===== src/rtl/dpram_frame_reader.sv =====
// Read-side engine for the sample DPRAM: streams a circular frame out through a
// credit-controlled skid FIFO that hides the RAM read latency.
module dpram_frame_reader #(
    parameter int ADDR_WIDTH = 13,
    parameter int DATA_WIDTH = 11,
    parameter int RD_LATENCY = 1,
    parameter int FIFO_DEPTH = RD_LATENCY + 2
) (
    input  logic                  clk,
    input  logic                  rst,
    input  logic                  start,
    input  logic [ADDR_WIDTH-1:0] start_addr,
    input  logic [ADDR_WIDTH:0]   frame_len,
    input  logic                  abort,
    output logic [ADDR_WIDTH-1:0] ram_addr,
    output logic                  ram_rd_en,
    input  logic [DATA_WIDTH-1:0] ram_rd_data,
    output logic [DATA_WIDTH-1:0] m_data,
    output logic                  m_valid,
    input  logic                  m_ready,
    output logic                  m_last,
    output logic                  busy,
    output logic                  done
);

    // state    | meaning
    // ST_IDLE  | waiting for start
    // ST_READ  | issuing RAM reads, gated by FIFO credit
    // ST_DRAIN | all reads issued, waiting for the last beat to handshake
    localparam logic [1:0] ST_IDLE  = 2'd0;
    localparam logic [1:0] ST_READ  = 2'd1;
    localparam logic [1:0] ST_DRAIN = 2'd2;

    localparam int LEN_W = ADDR_WIDTH + 1;
    localparam int CW    = $clog2(FIFO_DEPTH + RD_LATENCY + 1);
    localparam int PW    = $clog2(FIFO_DEPTH);

    logic [1:0]            state_q, state_d;
    logic [ADDR_WIDTH-1:0] rd_addr_q, rd_addr_d;
    logic [LEN_W-1:0]      rd_left_q, rd_left_d;
    logic [LEN_W-1:0]      out_left_q, out_left_d;
    logic [RD_LATENCY-1:0] pipe_q, pipe_d;
    logic [PW-1:0]         wr_ptr_q, wr_ptr_d;
    logic [PW-1:0]         rd_ptr_q, rd_ptr_d;
    logic [CW-1:0]         count_q, count_d;
    logic                  done_q, done_d;

    logic [DATA_WIDTH-1:0] fifo_mem [FIFO_DEPTH];
    logic [CW-1:0]         inflight_c;
    logic                  rd_en_c;
    logic                  push_c;
    logic                  pop_c;

    always_comb begin
        inflight_c = '0;
        for (int i = 0; i < RD_LATENCY; i++) begin
            inflight_c = inflight_c + CW'(pipe_q[i]);
        end
    end

    // Credit covers both stored samples and reads still in the RAM pipe.
    assign rd_en_c = (state_q == ST_READ) && (rd_left_q != '0) &&
                     ((count_q + inflight_c) < CW'(FIFO_DEPTH));
    assign push_c  = pipe_q[RD_LATENCY-1];
    assign pop_c   = m_valid && m_ready;

    assign m_valid   = (count_q != '0);
    assign m_data    = m_valid ? fifo_mem[rd_ptr_q] : '0;
    assign m_last    = m_valid && (out_left_q == LEN_W'(1));
    assign ram_addr  = rd_addr_q;
    assign ram_rd_en = rd_en_c;
    assign busy      = (state_q != ST_IDLE);
    assign done      = done_q;

    always_comb begin
        state_d    = state_q;
        rd_addr_d  = rd_addr_q;
        rd_left_d  = rd_left_q;
        out_left_d = out_left_q;
        wr_ptr_d   = wr_ptr_q;
        rd_ptr_d   = rd_ptr_q;
        done_d     = 1'b0;
        count_d    = count_q + CW'(push_c) - CW'(pop_c);

        pipe_d    = '0;
        pipe_d[0] = rd_en_c;
        for (int i = 1; i < RD_LATENCY; i++) begin
            pipe_d[i] = pipe_q[i-1];
        end

        if (push_c) begin
            wr_ptr_d = (wr_ptr_q == PW'(FIFO_DEPTH - 1)) ? '0 : wr_ptr_q + PW'(1);
        end
        if (pop_c) begin
            rd_ptr_d   = (rd_ptr_q == PW'(FIFO_DEPTH - 1)) ? '0 : rd_ptr_q + PW'(1);
            out_left_d = out_left_q - LEN_W'(1);
        end

        case (state_q)
            ST_IDLE: begin
                if (start) begin
                    if (frame_len == '0) begin
                        done_d = 1'b1;
                    end else begin
                        rd_addr_d  = start_addr;
                        rd_left_d  = frame_len;
                        out_left_d = frame_len;
                        state_d    = ST_READ;
                    end
                end
            end
            ST_READ: begin
                if (rd_en_c) begin
                    rd_addr_d = rd_addr_q + ADDR_WIDTH'(1);
                    rd_left_d = rd_left_q - LEN_W'(1);
                    if (rd_left_q == LEN_W'(1)) begin
                        state_d = ST_DRAIN;
                    end
                end
            end
            ST_DRAIN: begin
                if (pop_c && m_last) begin
                    state_d = ST_IDLE;
                    done_d  = 1'b1;
                end
            end
            default: state_d = ST_IDLE;
        endcase

        // Abort drops everything, including returns still in the RAM pipe.
        if (abort) begin
            state_d    = ST_IDLE;
            rd_left_d  = '0;
            out_left_d = '0;
            pipe_d     = '0;
            wr_ptr_d   = '0;
            rd_ptr_d   = '0;
            count_d    = '0;
            done_d     = 1'b0;
        end
    end

    always_ff @(posedge clk) begin
        if (rst) begin
            state_q    <= ST_IDLE;
            rd_addr_q  <= '0;
            rd_left_q  <= '0;
            out_left_q <= '0;
            pipe_q     <= '0;
            wr_ptr_q   <= '0;
            rd_ptr_q   <= '0;
            count_q    <= '0;
            done_q     <= 1'b0;
        end else begin
            state_q    <= state_d;
            rd_addr_q  <= rd_addr_d;
            rd_left_q  <= rd_left_d;
            out_left_q <= out_left_d;
            pipe_q     <= pipe_d;
            wr_ptr_q   <= wr_ptr_d;
            rd_ptr_q   <= rd_ptr_d;
            count_q    <= count_d;
            done_q     <= done_d;
        end
    end

    always_ff @(posedge clk) begin
        if (push_c && !abort && !rst) begin
            fifo_mem[wr_ptr_q] <= ram_rd_data;
        end
    end

endmodule


===== config.mk =====
export PLATFORM = sky130hd
export DESIGN_NAME = dpram_frame_reader
export DESIGN_NICKNAME = d
export VERILOG_FILES = /design/src/rtl/dpram_frame_reader.sv
export SDC_FILE = /design/constraint.sdc
export NUM_CORES = 1
export LEC_CHECK = 0
export CAP_MARGIN = 40
export CORE_MARGIN = 4
export CORE_UTILIZATION = 55
export CTS_CLUSTER_SIZE = 40
export DETAILED_ROUTE_END_ITERATION = 8
export PLACE_DENSITY = 0.82
export SETUP_SLACK_MARGIN = 0.5
export SLEW_MARGIN = 5
export SYNTH_ARGS = -nofsm -noshare
export SYNTH_HDL_FRONTEND = slang
export SYNTH_SLANG_ARGS = --single-unit

===== constraint.sdc =====
create_clock -name clk -period 6.1 [get_ports clk]
set_input_delay 0.61 -clock clk [delete_from_list [all_inputs] [get_ports clk]]
set_output_delay 0.61 -clock clk [all_outputs]
set_load 0.02 [all_outputs]

-- After elaboration in Yosys (flattened, before gate mapping)
Memories as Yosys holds them, arrays and structs flattened. A register that Yosys moved wholly into a read port is not among the register bits.
Cells that the tools add are included.
- bits in registers: 52
- bits in writable memories: 33
- input bits: 43
- output and inout port bits: 29
- word-level logic and storage cells: 76
- memories: 1
- memory list (memory ; depth ; width ; read ports ; clocked after memory_dff ; write ports ; line ; RTL):
    fifo_mem ; 3 ; 11 ; 1 ; 1 ; 1 ; 48 ; logic [DATA_WIDTH-1:0] fifo_mem [FIFO_DEPTH];
- add/sub/neg operators: 7
- order comparisons: 1
- eq/ne operators: 11
- muxes and demuxes: 29
- reductions and logical operators: 18
- operators by type and width (cell ; count):
    2-to-1 mux 14 bit ; 7
    2-to-1 mux 13 bit ; 3
    == test 14 x 1 -> 1 bit (second input constant) ; 2
    one-hot mux 14 bit (2 select lines) ; 1
    subtractor 14 x 1 -> 14 bit (second input constant) ; 2
    one-hot mux 13 bit (2 select lines) ; 1
    2-to-1 mux 2 bit ; 9
    logical NOT 14 bit ; 1
    nonzero test 14 bit ; 1
    adder 13 x 1 -> 13 bit (second input constant) ; 1
    2-to-1 mux 11 bit ; 1
    != test 2 bit (second input constant) ; 4
    logical AND 1 bit ; 7
    == test 2 bit (second input constant) ; 3
    one-hot mux 2 bit (3 select lines) ; 1
    2-to-1 mux 1 bit ; 5
    AND reduction 5 bit ; 1
    adder 2 x 1 -> 2 bit (second input constant) ; 2
    AND reduction 4 bit ; 1
    nonzero test 2 bit ; 2
    adder 3 x 1 -> 3 bit ; 1
    less-than comparator 3 x 2 -> 1 bit (second input constant) ; 1
    nonzero test 3 bit ; 1
    subtractor 3 x 1 -> 3 bit ; 1
    6 further kinds ; 7

-- Longest topological paths before layout
Gate-level depths: netlist (run 1).
- word-level depth: 6
- depth in mapped cells: 8
- gate-level depth less buffers: 7

-- Worst setup path before layout (run 1)
Ideal clock, no wire load.
- kind: flip-flop to output port
- start: register out_left_q[10]
- end: output m_last
- arrival time: 1.842 ns
- required time: 5.490 ns
- slack: 3.648 ns
- stages on the path, launching flop included: 4
- buffers on the path: 0
- cells stage by stage: dfxtp_1 or3_1 or4b_2 nor3_1
- longest elaborated chain between the ends: 2
- RTL lines (element ; line ; RTL):
    start: declaration ; 41 ; logic [LEN_W-1:0] out_left_q, out_left_d;
    start signal: assignment ; 158 ; out_left_q <= out_left_d;
    == test 14 x 1 -> 1 bit ; 69 ; assign m_last = m_valid && (out_left_q == LEN_W'(1));
    logical AND 1 bit ; 69 ;
    end: declaration ; 21 ; output logic m_last,
No other way between the ends.

-- Worst setup path in the final report (run 1)
Ends and elaborated chain as after synthesis.

==> run metrics, run 1 <==
sw frac 0.2842; Worst Reg-to-Reg Cells 5; CTS H-tree depth 3; worst hold path type reg -> reg; Worst-path clk slew 0.09 ns; ranking of synthesized cells by area dfxtp_1 (25%), edfxtp_1 (23%), a21oi_1 (6.7%); # placed instances 616; Die H 96.62 µm; worst-margin pin slew 0.9189 ns; Post-CTS Repair Setup Buffers 0; Die Width 96.62 µm; cts bufs inserted 9; dpl ws 3.022 ns; Worst R2R End ram_addr[9]; Avg Cell Area, Syn 9.249 µm²; GPL Wtd Cong 0.8984; final setup fails 0; Startpoint Class flip-flop; Initial Util 0.5618; Layout fillers 609; FF+latch area 0.002072 mm²; final wirelength 9996 µm; Mapped Area 0.004319 mm²; outcome finished clean; area leader, netlist dfxtp_1; Worst Skew 0.01373 ns; P_leak 1.821 nW; register bit total from synthesis 87; setup TNS 0 ns; Comb power frac 0.169; clock latency on the worst-skew pair 0.35 ns; Int Pwr 0.8645 mW; CTS sink count 87; Worst R2R Setup Slack 3.32 ns; area of the multi-input gates 0.002057 mm²; post-CTS resize count 0; area grow syn2layout 22.16%; layout cell share with drive strength beyond 1 0.07721; Synth top area share 0.2503; pwr dens 228.9 mW/mm²; Core Region 0.007687 mm²; CP max FO 3; Post-Syn Instances 467; Max Slew Vio Count 0; Fmax 308.8 MHz; CTS tree yes; nature of the critical path endpoint primary output; Die ar. 0.009334 mm²; pin count of the biggest net entering global routing 50; first drt pass iteration count 5; Syn Nets 520; Post-synth top flop dfxtp_1; EDFF count, synth 33; WP data arrival 2.63 ns; RSZ-0062 raised after global routing no; max cap viols 0; clock root cell clkbuf_8; post-route ant nets 0; Overflow after GRT 0; FP Rows 32; drt via density 5.837; Worst Path Required 5.49 ns; critical path type reg -> out; Clk pwr share 0.300; Hold WS 0.5098 ns; first-pass GRT wire length 16880 µm; final worst-path cycle share 0.5308; Hold-fix buffers, CTS 0; Design Power 1.208 mW; Flop pwr share 0.530; GRT Overall Usage 0.2152; async set-or-reset flop fraction in the synthesized netlist 0; DRC 0; worst vdd ir 0.1226 mV; Max Root-Sink Buffers 2; DP HPWL 7004 µm; Yosys cell types 51; Fin. Hold Viols 0; crit path from out_left_q[10]; vias in the first global route 3628; routed len/inst 15.79 µm; crit path setup slack, layout 2.862 ns; crit path to m_last; # IOs 72; max_slew headroom 0.3853; sequential element share of the synthesized area 0.4797; Sw Pwr 0.3433 mW; Non-Filler Instances 633; YS warnings 0; initial DRC count 210; worst r2r src rd_left_q[4]; initial antenna violation count 0; fin nets 579; diode count 0; Final min period 3.238 ns; Vias 3695; port bufs 71
-- flip-flops by register name, indices dropped and copies added, names as in the netlist, named ones only --
| register | flops |
|---|---|
| fifo_mem | 33 |
| rd_ptr_q | 2 |
| state_q | 2 |
| ram_addr | 13 |
| rd_left_q | 14 |
| done | 1 |
| wr_ptr_q | 2 |
| pipe_q | 1 |
| count_q | 3 |
| out_left_q | 14 |
-- worst max-delay path, cell delays in order (launching register included) --
cell and delay (ns):
dfxtp_1 0.33, or3_1 0.42, or4b_2 0.70, nor3_1 0.19
clkdlybuf4s50_1 0.64
-- kinds of logic after synthesis --
logic type	synth area share
compound gates	0.1863
xor+xnor	0.03042
fa+ha+maj	0.02897
buf+inv	0.04461
flops	0.4797
mux	0.03042
simple gates	0.1996
-- cells in the final DEF, fill, tap and decap left out, drive strengths merged, types with 2 or more instances in the layout --
master	instances
o31ai	5
xnor2	12
clkinvlp	2
o21ai	22
nor4	12
o32ai	10
a22oi	2
nor3	27
a211oi	7
or4	5
a31o	4
dfxtp	54
clkinv	3
buf	10
nand2b	8
a21oi	58
edfxtp	33
mux2i	12
o31a	2
xor2	3
clkdlybuf4s50	71
nand3	7
inv	14
or2	5
a2bb2oi	2
nand2	32
or3	9
a41o	2
o21a	3
a31oi	4
nor2	47
a21boi	2
ha	10
and4	3
nor3b	5
nand4	5
clkbuf	9
-- per-stage QoR --
| stage | instance area (µm²) | utilization |
|---|---|---|
| 6_report | 5276 | 0.6864 |
| 5_1_grt | 5276 | 0.6864 |
| 4_1_cts | 5271 | 0.6857 |
| 3_5_place_dp | 5092 | 0.6624 |
| 3_3_place_gp | 5072 | 0.6598 |
| 2_1_floorplan | 4319 | - |
-- cell type report --
cell class	instances	share of cell area
tap	102	0.02419
timing repair buffer	81	0.1508
clock buffer	9	0.02348
multi-input combinational	335	0.3899
sequential	87	0.3927
clock inverter	7	0.01043
inverter	12	0.008537
-- power groups by stage --
stage                     Combinational (mW)  Sequential, mW  Clock, mW
after floorplan                        0.121           0.657          0
after global placement                 0.197           0.652          0
after detailed placement               0.202           0.653          0
after CTS                              0.204           0.640      0.375
after global routing                   0.224           0.643      0.393
final                                  0.205           0.640      0.363
-- routing by layer --
layer / global-route usage / vias to the layer above / share of wire
li1: - / 1835 / -
met3: 0.05263 / 18 / 0.078
met1: 0.2762 / 1691 / 0.43
met5: 0 / - / 0
met4: 0.08639 / 0 / 0.017
met2: 0.3493 / 151 / 0.47
-- worst min-delay path by stage --
stage                          endpoint          start  cells past startpoint
after floorplan           rd_left_q[10]  rd_left_q[10]                      2
after detailed placement  rd_left_q[10]  rd_left_q[10]                      2
after global placement    rd_left_q[10]  rd_left_q[10]                      2
final                      ram_addr[12]   ram_addr[12]                      2
after CTS                 rd_left_q[10]  rd_left_q[10]                      2
after global routing      rd_left_q[13]  rd_left_q[13]                      2
-- cells in the mapped netlist, types with 8 or more instances --
cell / instances
o21ai_0: 22
or3_1: 9
clkbuf_1: 25
inv_1: 12
nand2_1: 32
nor4_1: 11
ha_1: 10
o32ai_1: 10
edfxtp_1: 33
xnor2_1: 12
nand2b_1: 8
dfxtp_1: 54
mux2i_1: 12
nor2_1: 47
a21oi_1: 58
nor3_1: 27
Note: power is estimated with default switching activity, not from simulation.
==> run 2: changes to the inputs <==
CORE_UTILIZATION = 48   (was 55)
PLACE_DENSITY = 0.76   (was 0.82)
clock period = 2.8 ns   (was 6.1 ns; I/O delays follow)
==> run 2 against run 1 <==
  * Core utilization down 6.7 points
  * Clock power up 120%
  * Global-route usage decreased by 1.4 points
  * Final cell count grew 2.2%
  * Via count rose by 0.57%
  * Critical path depth unchanged
  * Critical endpoint is now ram_rd_en
==> run metrics, run 2 (synthesis results as in run 1) <==
outcome finished clean; initial DRC count 316 (+50%); post-route ant nets 0 (unchanged); cts bufs inserted 9 (unchanged); Die H 102.9 µm (+6.5%); worst vdd ir 0.2495 mV (+100%); first drt pass iteration count 4 (-1); initial antenna violation count 0 (unchanged); placed cell area 0.005157 mm² (+1.3%); clock latency on the worst-skew pair 0.36 ns (about the same); number of flip-flops in the largest register 33 (unchanged); FP Rows 34 (+6.3%); commonest cells after routing, fill and taps aside clkdlybuf4s50_1 (66), a21oi_1 (58), dfxtp_1 (51); Worst Path Required 2.52 ns (-2.97 ns); GRT Overall Usage 0.2010 (-0.01424); CP peak stage delay 0.57 ns (-0.13 ns); Max Slew Vio Count 0 (unchanged); Largest regs fifo_mem (33), out_left_q (14), rd_left_q (14); Top delay family on crit path simple AND/OR/NAND/NOR gates; Initial Util 0.4953 (-0.06658); setup TNS 0 ns (unchanged); diode count 0 (unchanged); routed len/inst 15.92 µm (+0.80%); # IOs 72 (unchanged); final setup fails 0 (unchanged); Worst Skew 0.01180 ns (-0.001932 ns); Core Region 0.008721 mm² (+13%); Max Root-Sink Buffers 2 (unchanged); drt via density 5.743 (-1.6%); Slowest-stage cell, CP or4_4; first-pass GRT wire length 16940 µm (+0.37%); GPL Wtd Cong 0.8612 (-4.1%); CTS sink count 87 (unchanged); Die ar. 0.01058 mm² (+13%); Top reg by flops fifo_mem; Startpoint Class flip-flop; area grow syn2layout 25.03%; Worst-path clk slew 0.09 ns (about the same); WP data arrival 1.96 ns (-0.67 ns); final worst-path cycle share 0.8011; Final min period 2.243 ns; DRC 0 (unchanged); CTS H-tree depth 3 (unchanged); Die Width 102.9 µm (+6.5%); CP Cell Sequence or4_4 > nor4_4 > nor2_2 > buf_4; GR met1 Demand/Resource 0.2543 (-0.02190); port bufs 71 (unchanged); met3 usage 0.03045 (-0.02219); Fmax 445.8 MHz; grt peak-use layer met2; met2 Track Usage GR 0.3481 (-0.001193); Vias 3716 (+0.57%); vias in the first global route 3603 (-0.69%); nature of the critical path endpoint primary output; CP max FO 7 (+4); fin nets 587 (+1.4%); final wirelength 10300 µm (+3.0%); layout cell share with drive strength beyond 1 0.1095 (+0.03225); max_slew headroom 0.6522 (+0.2669); Post-Layout Inst Area 0.005400 mm² (+2.3%); pwr dens 494.8 mW/mm² (+120%); max cap viols 0 (unchanged); DP HPWL 7189 µm (+2.6%); Hold-fix buffers, CTS 0 (unchanged); P_leak 1.929 nW (+5.9%); RSZ-0062 raised after global routing no; pin count of the biggest net entering global routing 56 (+12%); commonest non-fill, non-tap cell in the layout clkdlybuf4s50_1; Overflow after GRT 0 (unchanged); worst hold path type reg -> reg; critical path type reg -> out; CTS tree yes; crit path buf inv count 1 (unchanged); fin util 0.6192 (-0.06714); worst-margin pin slew 0.5217 ns (-0.3972 ns); clock root cell clkbuf_8; Fin. Hold Viols 0 (unchanged)
-- run 2: changes by cell type in the layout (fill, tap and decap cells not counted), moves of 3 or more --
cell / delta
dlymetal6s2s_1: +3
dfxtp_2: +3
dfxtp_1: -3
buf_4: +8
clkdlybuf4s50_1: -5
-- run 2: report_power, final --
group          internal, mW  leakage [nW]  total, mW  switching, mW
logic                 0.228          1.11      0.473          0.246
clock network         0.349        0.0849      0.806          0.457
registers              1.35         0.739       1.39         0.0435
-- run 2: tightest hold or removal path: cells and delay by family (launching register included) --
| kind | cells | cell delay, ns |
|---|---|---|
| AOI/OAI and AO/OA | 2 | 0.13 |
| DFF | 1 | 0.32 |
-- run 2: path summary, 6_finish.rpt --
check / end / cells past startpoint / slack (ns) / start
worst max-delay path: ram_rd_en / 4 / 0.56 / rd_left_q[4]
worst min register to register: rd_left_q[10] / 2 / 0.50 / rd_left_q[10]
worst max register to register: rd_left_q[13] / 6 / 0.62 / rd_left_q[4]
worst min-delay path: rd_left_q[10] / 2 / 0.50 / rd_left_q[10]
-- run 2: layout make-up --
class | instances | area, µm²
clock inverter | 6 | 45.04
fill | 731 | 3321
sequential | 87 | 2076
clock buffer | 10 | 137.6
multi-input combinational | 335 | 2087
inverter | 12 | 45.04
timing repair buffer | 89 | 874.6
tap | 108 | 135.1
-- run 2: per-layer routing --
metal	vias to the layer above	wire, µm
li1	1852	-
met1	1756	4439
met2	90	5127
met3	18	523
met4	0	208
met5	-	0
-- run 2: metrics by stage --
step	cells	setup WS (ns)	hold WS (ns)	total power [mW]
after global placement	629	0.3470	0.4762	1.863
after floorplan	467	0.6780	0.3789	1.694
after detailed placement	630	0.3199	0.4837	1.872
final	647	0.5568	0.4969	2.672
after CTS	646	0.5010	0.4975	2.671
after global routing	647	0.4815	0.5185	2.786
-- run 2: timing repair --
action,in CTS,in global routing
setup buffers,0,1
gates cloned,0,0
setup endpoints to repair,20,21
resized for setup,16,9
pin swaps,2,5
==> run 3: changes to the inputs <==
clock period = 2.04 ns   (was 2.8 ns; I/O delays follow)
==> run 3 against run 2 <==
  * The run now ends with negative setup slack left
  * Global-route usage up 4.3 points
  * Largest cell class unchanged
  * Setup slack worse by 0.69 ns
  * First-iteration DRC count down 7.6%
  * Critical path depth up 4
  * Die area unchanged
  * Non-clock buffer count up 91
  * Critical endpoint is now rd_left_q[12]
  * Sequential share of layout area down 9.0 points
  * Wire length up 36%
==> run metrics, run 3 (synthesis results as in run 1) <==
commonest cells after routing, fill and taps aside buf_4 (66), a21oi_1 (40), buf_6 (40); Worst R2R End rd_left_q[12]; port bufs 71 (unchanged); diode count 0 (unchanged); pin count of the biggest net entering global routing 56 (unchanged); area grow syn2layout 64.51%; number of flip-flops in the largest register 33 (unchanged); final wirelength 13960 µm (+36%); GRT Overall Usage 0.2443 (+0.04332); FP Rows 34 (unchanged); worst-margin pin slew 0.5599 ns (+0.03820 ns); CTS H-tree depth 3 (unchanged); fin nets 678 (+16%); Int Pwr 2.975 mW (+54%); fin util 0.8148 (+0.1956); Fin. Hold Viols 0 (unchanged); worst vdd ir 0.3331 mV (+34%); final setup fails 26 (+26); Layout fillers 506 (-31%); initial DRC count 292 (-7.6%); Design Power 4.214 mW (+58%); cts bufs inserted 9 (unchanged); final worst-path cycle share 1.064; commonest non-fill, non-tap cell in the layout buf_4; area of the multi-input gates 0.002796 mm² (+34%); Sw Pwr 1.239 mW (+66%); Top reg by flops fifo_mem; CP max FO 7 (unchanged); vias in the first global route 4268 (+18%); crit path to rd_left_q[12]; Worst Skew 0.01476 ns (+0.002967 ns); violated checks negative setup slack; clock root cell clkbuf_8; WP data arrival 2.43 ns (+0.47 ns); DRC 0 (unchanged); P_leak 2.655 nW (+38%); critical path type reg -> reg; layout cell share with drive strength beyond 1 0.4270 (+0.3175); Core Region 0.008721 mm² (unchanged); post-route ant nets 0 (unchanged); worst r2r src rd_left_q[2]; first-pass GRT wire length 20280 µm (+20%); FF+latch area 0.002093 mm² (+0.84%); crit path from rd_left_q[2]; outcome finished, violations left; Initial Util 0.4953 (unchanged); routed len/inst 18.92 µm (+19%); Worst-path clk slew 0.09 ns (about the same); Comb power frac 0.256 (+0.079); Worst R2R Setup Slack -0.13 ns (-0.75 ns); CTS tree yes; dpl ws -0.1435 ns (-0.4634 ns); Clk pwr share 0.290 (-0.012); RSZ-0062 raised after global routing yes; # IOs 72 (unchanged); CTS sink count 87 (unchanged); Die ar. 0.01058 mm² (unchanged); Overflow after GRT 0 (unchanged); crit path setup slack, layout -0.1299 ns (-0.6868 ns); Flop pwr share 0.454 (-0.067); Startpoint Class flip-flop; Max Slew Vio Count 0 (unchanged); Fmax 460.8 MHz; Worst Reg-to-Reg Cells 8 (+2); clock latency on the worst-skew pair 0.36 ns (about the same); Die Width 102.9 µm (unchanged); Hold WS 0.2081 ns (-0.2888 ns); worst hold path type in -> reg; Vias 4344 (+17%); nature of the critical path endpoint flip-flop; Die H 102.9 µm (unchanged); first drt pass iteration count 5 (+1); initial antenna violation count 0 (unchanged); Worst Path Required 2.30 ns (-0.22 ns); Max Root-Sink Buffers 2 (unchanged); drt via density 5.886 (+2.5%); max_slew headroom 0.6267 (-0.02546); Final min period 2.170 ns; max cap viols 0 (unchanged); pwr dens 593.1 mW/mm² (+20%); sw frac 0.2941 (+0.01487); GPL Wtd Cong 0.8318 (-3.4%); Largest regs fifo_mem (33), out_left_q (14), rd_left_q (14); DP HPWL 7772 µm (+8.1%)
## run 3: changes by cell type in the layout (fill, tap and decap cells not counted), moves of 8 or more
cell             before  now
buf_4                16   66
a21oi_2               0   15
nor2_4                0   16
dfxtp_1              51   39
dfxtp_2               3   14
nor3_1               26   16
nor2_1               46   28
clkdlybuf4s50_1      66   30
a21oi_1              58   40
dlygate4sd2_1         0   23
buf_6                 1   40
o21ai_0              22   14
## run 3: how the worst min path moves through the flow
stage / slack, ns / cells past startpoint / to / startpoint
2_1_floorplan: 0.30 / 0 / fifo_mem[0][0] / ram_rd_data[0]
3_3_place_gp: 0.48 / 2 / ram_addr[12] / ram_addr[12]
3_5_place_dp: 0.49 / 2 / rd_left_q[0] / rd_left_q[0]
4_1_cts: 0.35 / 4 / out_left_q[13] / frame_len[13]
5_1_grt: 0.21 / 3 / out_left_q[0] / frame_len[0]
6_report: 0.21 / 3 / out_left_q[0] / frame_len[0]
## run 3: power by group through the flow
stage                     Combinational [mW]  Clock, mW  Sequential, mW
after floorplan                        0.421          0            1.97
after global placement                 0.777          0            1.94
after detailed placement               0.795          0            1.94
after CTS                              0.926       1.23            1.90
after global routing                    1.14       1.30            1.92
final                                   1.08       1.22            1.91
## run 3: metrics by stage
step	instances	cell area, µm²	setup TNS [ns]
detailed placement	681	5741	-1.115
finish	738	7106	-1.478
global placement	681	5741	-0.6112
global route	738	7106	-3.088
floorplan	467	4513	0
CTS	724	6579	-0.7243
## run 3: area by class of cell
cell class,count,area share
clock buffers,9,0.01743
clock inverters,7,0.01004
inverters,12,0.006691
multi-input cells,335,0.3936
flip-flops and latches,87,0.2946
well taps,108,0.01902
repair buffers,180,0.2587
## run 3: metal layers
| metal | track usage | routed length [µm] | vias to the layer above |
|---|---|---|---|
| li1 | - | - | 2041 |
| met5 | 0 | 0 | - |
| met4 | 0.08964 | 327 | 0 |
| met3 | 0.03248 | 886 | 28 |
| met1 | 0.3049 | 5478 | 2099 |
| met2 | 0.4320 | 7268 | 176 |
## run 3: worst max-delay path, cell delays in order (launching register included)
cell	delay, ns
dfxtp_2	0.33
or4_4	0.55
nor4_4	0.27
buf_4	0.17
a2bb2oi_4	0.26
buf_6	0.16
buf_16	0.11
nor3_2	0.04
a31o_1	0.19
## run 3: what timing repair did
action,4_1_cts,5_1_grt
gates resized for setup,200,103
gates cloned,5,1
pin swaps,29,44
buffers inserted,22,13
hold buffers,0,0
endpoints found under the setup margin,73,64
